### src/rtl/alu_pkg.sv
// Shared ALU definitions: multiplier FSM state encoding and counter width helper.
package alu_pkg;

    typedef enum logic [1:0] {
        IDLE = 2'b00,
        RUN  = 2'b01,
        DONE = 2'b10
    } mul_state_t;

    function automatic int cnt_width(input int width);
        return $clog2(width + 1);
    endfunction

endpackage

### src/rtl/nbit_adder.sv
// Shared ripple adder used across the ALU; Cout flags signed overflow, not carry-out.
module nbit_adder #(
    parameter int WIDTH = 8
) (
    input  logic [WIDTH-1:0] A,
    input  logic [WIDTH-1:0] B,
    input  logic             Cin,
    output logic [WIDTH-1:0] Sum,
    output logic             Cout
);

    assign Sum  = A + B + WIDTH'(Cin);
    assign Cout = (A[WIDTH-1] == B[WIDTH-1]) && (Sum[WIDTH-1] != A[WIDTH-1]);

endmodule

### src/rtl/seq_multiplier.sv
// Iterative unsigned shift-and-add multiplier built around one shared nbit_adder.
// Optional early exit on exhausted multiplier bits: SEQ_MULTIPLIER_EARLY_TERM_EN.
//
// state | meaning
// IDLE  | waiting for Start
// RUN   | one partial product per cycle, cnt counts remaining steps
// DONE  | one-cycle result pulse; Start here launches the next multiply
module seq_multiplier #(
    parameter int WIDTH = 32
) (
    input  logic               Clk,
    input  logic               Rst_n,
    input  logic               Start,
    input  logic [WIDTH-1:0]   A,
    input  logic [WIDTH-1:0]   B,
    output logic               Busy,
    output logic               Done,
    output logic [2*WIDTH-1:0] Product
);
    import alu_pkg::*;

    localparam int CW = cnt_width(WIDTH);

    mul_state_t         state, state_next;
    logic [WIDTH-1:0]   mcand, mcand_next;
    logic [2*WIDTH-1:0] p, p_next;
    logic [CW-1:0]      cnt, cnt_next;
    logic [2*WIDTH-1:0] product, product_next;

    logic [WIDTH:0]     add_a, add_b, sum;
    logic               add_cout_unused;
    logic               run_last;
    logic [2*WIDTH-1:0] run_product;

    // Cout is an overflow flag; the carry comes from the extra Sum bit instead
    assign add_a = {1'b0, p[2*WIDTH-1:WIDTH]};
    assign add_b = p[0] ? {1'b0, mcand} : '0;

    nbit_adder #(
        .WIDTH (WIDTH + 1)
    ) u_adder (
        .A    (add_a),
        .B    (add_b),
        .Cin  (1'b0),
        .Sum  (sum),
        .Cout (add_cout_unused)
    );

`ifdef SEQ_MULTIPLIER_EARLY_TERM_EN
    logic [WIDTH-1:0] rem_mask;
    logic             rem_zero;

    // After this step, bits p[cnt-1:1] are the multiplier bits still to consume
    assign rem_mask    = {WIDTH{1'b1}} >> (WIDTH + 1 - int'(cnt));
    assign rem_zero    = (({1'b0, p[WIDTH-1:1]} & rem_mask) == '0);
    assign run_last    = rem_zero;
    assign run_product = {sum, p[WIDTH-1:1]} >> (cnt - CW'(1));
`else
    assign run_last    = (cnt == CW'(1));
    assign run_product = {sum, p[WIDTH-1:1]};
`endif

    always_ff @(posedge Clk) begin
        if (!Rst_n) begin
            state   <= IDLE;
            mcand   <= '0;
            p       <= '0;
            cnt     <= '0;
            product <= '0;
        end else begin
            state   <= state_next;
            mcand   <= mcand_next;
            p       <= p_next;
            cnt     <= cnt_next;
            product <= product_next;
        end
    end

    always_comb begin
        state_next   = state;
        mcand_next   = mcand;
        p_next       = p;
        cnt_next     = cnt;
        product_next = product;
        case (state)
            IDLE, DONE: begin
                if (Start) begin
                    mcand_next = A;
                    p_next     = {{WIDTH{1'b0}}, B};
                    cnt_next   = CW'(WIDTH);
                    state_next = RUN;
                end else begin
                    state_next = IDLE;
                end
            end
            RUN: begin
                p_next   = {sum, p[WIDTH-1:1]};
                cnt_next = cnt - CW'(1);
                if (run_last) begin
                    product_next = run_product;
                    state_next   = DONE;
                end
            end
            default: state_next = IDLE;
        endcase
    end

    assign Busy    = (state == RUN);
    assign Done    = (state == DONE);
    assign Product = product;

endmodule

### config.mk
export PLATFORM = sky130hd
export DESIGN_NAME = seq_multiplier
export DESIGN_NICKNAME = d
export VERILOG_FILES = /design/src/rtl/alu_pkg.sv /design/src/rtl/nbit_adder.sv /design/src/rtl/seq_multiplier.sv
export SDC_FILE = /design/constraint.sdc
export NUM_CORES = 1
export LEC_CHECK = 0
export ABC_CLOCK_PERIOD_IN_PS = 3500
export CAP_MARGIN = 25
export CORE_MARGIN = 3
export CORE_UTILIZATION = 53
export DETAILED_ROUTE_END_ITERATION = 10
export GPL_ROUTABILITY_DRIVEN = 0
export HOLD_SLACK_MARGIN = 0.05
export PLACE_DENSITY = 0.88
export RECOVER_POWER = 50
export SLEW_MARGIN = 20
export SYNTH_ARGS = -nofsm -noshare
export SYNTH_HDL_FRONTEND = slang
export SYNTH_SLANG_ARGS = --single-unit
### constraint.sdc
create_clock -name Clk -period 3.5 [get_ports Clk]
set_input_delay 1.05 -clock Clk [delete_from_list [all_inputs] [get_ports Clk]]
set_output_delay 1.05 -clock Clk [all_outputs]
set_load 0.005 [all_outputs]
==> flow_metrics.env, run 1 <==
export IMPL_status="finished, final reports clean"
export IMPL_drcViolationCount=0
export IMPL_core_rowCount=44
export IMPL_ir_drop_uv=345.7
export IMPL_grt_max_degree=78
export IMPL_p_per_area_nw_per_um2=434.2
export IMPL_final_cells=1293
export IMPL_grt_use_total=0.2617
export IMPL_hold_path_depth=2
export IMPL_hpwl_um=14550
export IMPL_r2r_end="Product[55]"
export IMPL_drt_pass1_iterations=6
export IMPL_setup_viol=0
export IMPL_cpLargestDelayFamily="simple AND/OR/NAND/NOR gates"
export IMPL_synth_seq_cells=168
export IMPL_synthArstFlopShare=0
export IMPL_cts_tree="done"
export IMPL_netlist_cell_type_count=60
export IMPL_ant_nets=0
export IMPL_die_w_um=128.1
export IMPL_yosysTopAreaCellShare=0.4255
export IMPL_slew_viol_final=0
export IMPL_cts_root_buf="clkbuf_16"
export IMPL_min_from="Product[8]"
export IMPL_power_total_mw=4.319
export IMPL_highest_layer="met4"
export IMPL_m1WireLength_um=9099
export IMPL_syn_num_nets=1092
export IMPL_detail_route_iter0_violations=732
export IMPL_timing_setup_tns_ns=0
export IMPL_hold_viol_final=0
export IMPL_final_area_sq_um=9946
export IMPL_crit_fanout=12
export IMPL_crit_slowest_cell="dfxtp_1"
export IMPL_portBuffers=132
export IMPL_dr_wl_met2_um=10390
export IMPL_skew_ns=0.01011
export IMPL_fin_util=0.6817
export IMPL_synth_area_top_cells="dfxtp_1 43%, nand2_1 11%, a21oi_1 9.4%, ha_1 5.4%, a22oi_1 4.2%"
export IMPL_rr_worst_depth=12
export IMPL_path_buf_inv=1
export IMPL_min_to="Product[8]"
export IMPL_placed_cell_area_sq_um=9384
export IMPL_slowest_delay_ns=0.52
export IMPL_cts_inserted_buffers=17
export IMPL_crit_cells=12
export IMPL_rsz0062_at_grt="false"
export IMPL_relSlewSlack=0.2575
export IMPL_cts_buffer_depth=2
export IMPL_htreeDepth=4
export IMPL_min_path_type="register to register"
export IMPL_yosys_warnings=0
export IMPL_cts_sinks=168
export IMPL_cts_resized_gates=0
export IMPL_gr_total_overflow=0
export IMPL_worstMarginPinSlew_ns=1.110
export IMPL_nets=1199
export IMPL_cts_hold_buf=0
export IMPL_yosysSeqAreaShare=0.4255
export IMPL_area_delta_synth_final_pct=25.84
export IMPL_wire_per_inst_um=16.64
export IMPL_synth_most_common_cell="nand2_1"
export IMPL_r2r_start="p[0]"
export IMPL_synth_edff_count=0
export IMPL_critPathCaptureType="register"
export IMPL_clock_latency_ns=0.44
export IMPL_timing_final_crit_share=0.9033
export IMPL_clk_pin_slew_worst_paths_ns=0.07
export IMPL_synth_top_cells_by_count="241 x nand2_1, 168 x dfxtp_1, 148 x a21oi_1, 50 x clkbuf_1, 44 x a22oi_1"
export IMPL_syn_inst=990
export IMPL_die_area_sq_um=16410
export IMPL_antenna_found_initial=0
export IMPL_netlist_area_sq_um=7904
export IMPL_core_area_sq_um=14590
export IMPL_crit_path_start_kind="register"
export IMPL_drive_gt1_frac=0.05681
export IMPL_dr_wl_met3_um=1488
export IMPL_fp_dieH_um=128.1
export IMPL_routed_via_density=5.847
export IMPL_fmax_mhz=316.3
export IMPL_arrival_ns=3.55
export IMPL_num_vias=7560
export IMPL_start_util=0.5418
export IMPL_synth_ff_type="dfxtp_1"
export IMPL_antenna_cells=0
export IMPL_fillCellCount=1138
export IMPL_synth_top_area_cell="dfxtp_1"
export IMPL_dp_cells=1262
export IMPL_postCtsSetupRepairBufs=0
export IMPL_r2r_setup_slack_ns=0.34
export IMPL_critPathKind="register to register"
export IMPL_synth_area_per_cell_sq_um=7.984
export IMPL_ios=133
export IMPL_crit_chain="and2_1 -> ha_1 -> inv_1 -> fa_1 -> nand2b_1 -> a211oi_1 -> o2111a_1 -> o21a_1 -> o21ai_1 -> and2_1 -> or4_1 -> nand3_1"
export IMPL_layout_min_cycle_time_ns=3.161
export IMPL_crit_top_cell="and2_1"
export IMPL_p_leak_nw=3.903
export IMPL_grt_pass1_vias=7351
export IMPL_crit_required_ns=3.88
export IMPL_wl_um=21510
export IMPL_grt_first_pass_wirelength_um=35150
export IMPL_cap_violations=0
## registers in the layout (all words and copies together) (netlist names)
register	count
Product	64
p	64
mcand	32
cnt	6
state	2
## power breakdown
part           leakage (nW)  internal, mW  switching, mW  total [mW]
logic                  2.24         0.162          0.220       0.382
registers              1.36          1.98         0.0485        2.02
clock network         0.293          1.07          0.842        1.91
total                  3.90          3.21           1.11        4.32
## cells by family (layout without fill, tap and decap cells)
logic type | count (synthesis) | after routing | share of synthesized area
simple gates | 380 | 380 | 0.2082
compound gates | 301 | 301 | 0.2375
flops | 168 | 168 | 0.4255
buf+inv | 74 | 193 | 0.03625
fa+ha+maj | 35 | 35 | 0.05636
xor+xnor | 28 | 28 | 0.03103
mux | 4 | 4 | 0.005224
## worst max-delay path by stage
stage          slack, ns          end  from
2_1_floorplan       0.83  Product[55]  p[0]
3_3_place_gp        0.52  Product[55]  p[0]
3_5_place_dp        0.39  Product[55]  p[0]
4_1_cts             0.37  Product[55]  p[0]
5_1_grt             0.18  Product[55]  p[0]
6_report            0.34  Product[55]  p[0]
## tightest hold or removal path: cells and delay by family (launching register included)
| kind | cells | cell delay [ns] |
|---|---|---|
| DFF | 1 | 0.31 |
| and+or+nand+nor | 1 | 0.05 |
| AOI/OAI and AO/OA | 1 | 0.05 |
## final cells by class
class                   count  area [sq um]  area share
multi-input cells         748          4270      0.4294
flip-flops and latches    168          3363      0.3382
repair buffers            146          1433      0.1440
clock buffers              17         425.4     0.04277
well taps                 184         230.2     0.02315
clock inverters            14         162.7     0.01635
inverters                  16         61.31    0.006164
## routing by layer
metal  vias up  global-route usage
met5         -                   0
met4         0             0.09051
met3        57             0.05708
met2       338              0.4402
met1      3541              0.3325
li1       3624                   -
## cells in the final DEF (no fill, tap or decap), types with 11 or more instances in the layout
cell	synthesis	final
dlygate4sd3_1	0	43
nand2_1	241	240
xor2_1	11	11
and2_1	40	37
ha_1	34	34
clkbuf_16	0	17
nand3_1	20	20
o21ai_0	40	40
buf_4	0	11
dfxtp_1	168	168
inv_1	15	14
a21oi_1	148	148
clkdlybuf4s50_1	0	89
xnor2_1	17	17
nor2_1	43	43
a22oi_1	44	44
## stage by stage
step,hold WS [ns],setup WS [ns]
final,0.4500,0.3385
after global routing,0.4746,0.1800
after CTS,0.4553,0.3694
after detailed placement,0.4446,0.3903
after global placement,0.4383,0.5191
after floorplan,0.4310,0.8281
(Power assumes the default switching activity.)
==> run 2: changes to the inputs <==
--- a/config.mk
+++ b/config.mk
@@ -7,12 +7,15 @@
 export LEC_CHECK = 0
 export ABC_CLOCK_PERIOD_IN_PS = 3500
 export CAP_MARGIN = 25
+export CELL_PAD_IN_SITES_DETAIL_PLACEMENT = 0
+export CELL_PAD_IN_SITES_GLOBAL_PLACEMENT = 1
+export CORE_ASPECT_RATIO = 0.8
 export CORE_MARGIN = 3
-export CORE_UTILIZATION = 53
+export CORE_UTILIZATION = 39
 export DETAILED_ROUTE_END_ITERATION = 10
 export GPL_ROUTABILITY_DRIVEN = 0
 export HOLD_SLACK_MARGIN = 0.05
-export PLACE_DENSITY = 0.88
+export PLACE_DENSITY = 0.87
 export RECOVER_POWER = 50
 export SLEW_MARGIN = 20
 export SYNTH_ARGS = -nofsm -noshare
==> run 2 against run 1 <==
Compared with the run above:
- non-clock buffer count grew 7
- register-to-register slack gained 0.04 ns
- flip-flop and latch count is the same
- clock power grew 11%
- critical path depth shrank 7
- maximum frequency shrank 0.79%
- sequential share of layout area shrank 0.81 points
- power grew 5.3%
- clock skew is essentially flat
- critical endpoint is now p[31]
- largest cell class unchanged
- highest routed layer unchanged
==> flow_metrics.env, run 2 (synthesis results as in run 1) <==
export IMPL_rr_worst_depth=6
export IMPL_grt_first_pass_wirelength_um=35430
export IMPL_portBuffers=132
export IMPL_r2r_end="Product[57]"
export IMPL_nets=1206
export IMPL_crit_slowest_cell="clkbuf_1"
export IMPL_arrival_ns=3.56
export IMPL_r2r_setup_slack_ns=0.38
export IMPL_timing_final_crit_share=0.9105
export IMPL_crit_path_start_kind="primary input"
export IMPL_core_area_sq_um=19420
export IMPL_cts_buffer_depth=2
export IMPL_grtUsageMet3=0.05409
export IMPL_ir_drop_uv=212.7
export IMPL_crit_required_ns=3.87
export IMPL_met1_usage=0.2918
export IMPL_slowest_delay_ns=1.14
export IMPL_cts_hold_buf=0
export IMPL_grt_use_total=0.2002
export IMPL_multiInputGateArea_sq_um=4268
export IMPL_cts_root_buf="clkbuf_16"
export IMPL_cts_sinks=168
export IMPL_fmax_mhz=313.8
export IMPL_min_from="Product[46]"
export IMPL_ant_nets=0
export IMPL_critPathKind="primary input to register"
export IMPL_status="finished, final reports clean"
export IMPL_grt_max_degree=47
export IMPL_r2r_start="state[1]"
export IMPL_clk_pin_slew_worst_paths_ns=0.07
export IMPL_skew_ns=0.009942
export IMPL_worst_hold_slack_ns=0.4498
export IMPL_clock_latency_ns=0.44
export IMPL_cts_tree="done"
export IMPL_hold_viol_final=0
export IMPL_area_delta_synth_final_pct=28.91
export IMPL_hold_path_depth=2
export IMPL_top_usage_layer="met1"
export IMPL_min_to="Product[46]"
export IMPL_drt_pass1_iterations=5
export IMPL_setup_viol=0
export IMPL_fillCellCount=1845
export IMPL_layout_area_seq_sq_um=3363
export IMPL_core_rowCount=45
export IMPL_cts_inserted_buffers=17
export IMPL_gr_total_overflow=0
export IMPL_num_vias=7254
export IMPL_hpwl_um=15660
export IMPL_rsz0062_at_grt="false"
export IMPL_drcViolationCount=0
export IMPL_layout_min_cycle_time_ns=3.187
export IMPL_slew_viol_final=0
export IMPL_drive_gt1_frac=0.06177
export IMPL_critPathCaptureType="register"
export IMPL_fp_dieH_um=133.3
export IMPL_antenna_found_initial=1
export IMPL_crit_chain="clkdlybuf4s50_1 -> nor2b_1 -> clkbuf_1 -> a22oi_1 -> a21oi_1"
export IMPL_relSlewSlack=0.01045
export IMPL_grt_util_met2=0.2890
export IMPL_htreeDepth=4
export IMPL_postCtsSetupRepairBufs=0
export IMPL_worstMarginPinSlew_ns=1.484
export IMPL_ios=133
export IMPL_crit_fanout=30
export IMPL_layout_commonest_cell="nand2_1"
export IMPL_crit_start="Start"
export IMPL_die_w_um=165.2
export IMPL_grt_pass1_vias=6936
export IMPL_die_area_sq_um=22020
export IMPL_start_util=0.4069
export IMPL_p_leak_nw=4.014
export IMPL_routed_via_density=5.272
export IMPL_cts_resized_gates=0
export IMPL_timing_setup_tns_ns=0
export IMPL_p_per_area_nw_per_um2=446.2
export IMPL_detail_route_iter0_violations=563
export IMPL_cap_violations=0
export IMPL_layout_common_cells="241 x nand2_1, 168 x dfxtp_1, 148 x a21oi_1"
export IMPL_min_path_type="register to register"
export IMPL_wl_um=21900
export IMPL_wire_per_inst_um=15.91
## run 2: changes by cell type in the layout (fill, tap and decap cells not counted), sizes merged
cell	previous run	this run
buf	12	15
bufinv	2	5
clkbuf	19	23
clkdlybuf4s50	89	75
clkinv	6	4
clkinvlp	0	2
diode	0	1
dlygate4sd3	43	57
inv	22	20
## run 2: worst max-delay path by stage
| stage | end | slack [ns] |
|---|---|---|
| floorplan | Product[55] | 0.83 |
| global placement | Product[55] | 0.52 |
| detailed placement | Product[55] | 0.47 |
| CTS | Product[55] | 0.46 |
| global route | Product[57] | 0.1 |
| finish | p[31] | 0.31 |
## run 2: worst max-delay path: cells and delay by family
| family | cells | cell delay (ns) |
|---|---|---|
| AO/OA/AOI/OAI | 2 | 0.41 |
| AND/OR/NAND/NOR | 1 | 0.47 |
| buffers and inverters | 2 | 1.62 |
## run 2: area by class of cell
class                           instances  area share
Inverter                               16    0.006140
Clock inverter                         15     0.02333
Multi-Input combinational cell        748      0.4189
Clock buffer                           17     0.04175
Sequential cell                       168      0.3301
Timing Repair Buffer                  153      0.1479
Tap cell                              258     0.03168
Antenna cell                            1   0.0002456
## run 2: stage by stage
| step | utilization | total power, mW | instance area [sq um] | instances | setup slack, ns |
|---|---|---|---|---|---|
| 2_1_floorplan | - | 2.271 | 7904 | 990 | 0.8281 |
| 3_3_place_gp | 0.4892 | 2.454 | 9503 | 1341 | 0.5242 |
| 3_5_place_dp | 0.4917 | 2.473 | 9550 | 1343 | 0.4719 |
| 4_1_cts | 0.5258 | 4.597 | 10210 | 1375 | 0.4565 |
| 5_1_grt | 0.5245 | 4.718 | 10190 | 1376 | 0.09889 |
| 6_report | 0.5245 | 4.546 | 10190 | 1376 | 0.3134 |
## run 2: power by group
group / internal, mW / total [mW] / switching (mW)
clock network: 1.28 / 2.12 / 0.839
logic: 0.174 / 0.400 / 0.227
registers: 1.98 / 2.02 / 0.0468
## run 2: per-layer routing
layer  routed length, um  vias up
met5                   0        -
met4                 376        0
met3                1571       32
met2                9293      211
met1               10660     3357
li1                    -     3654
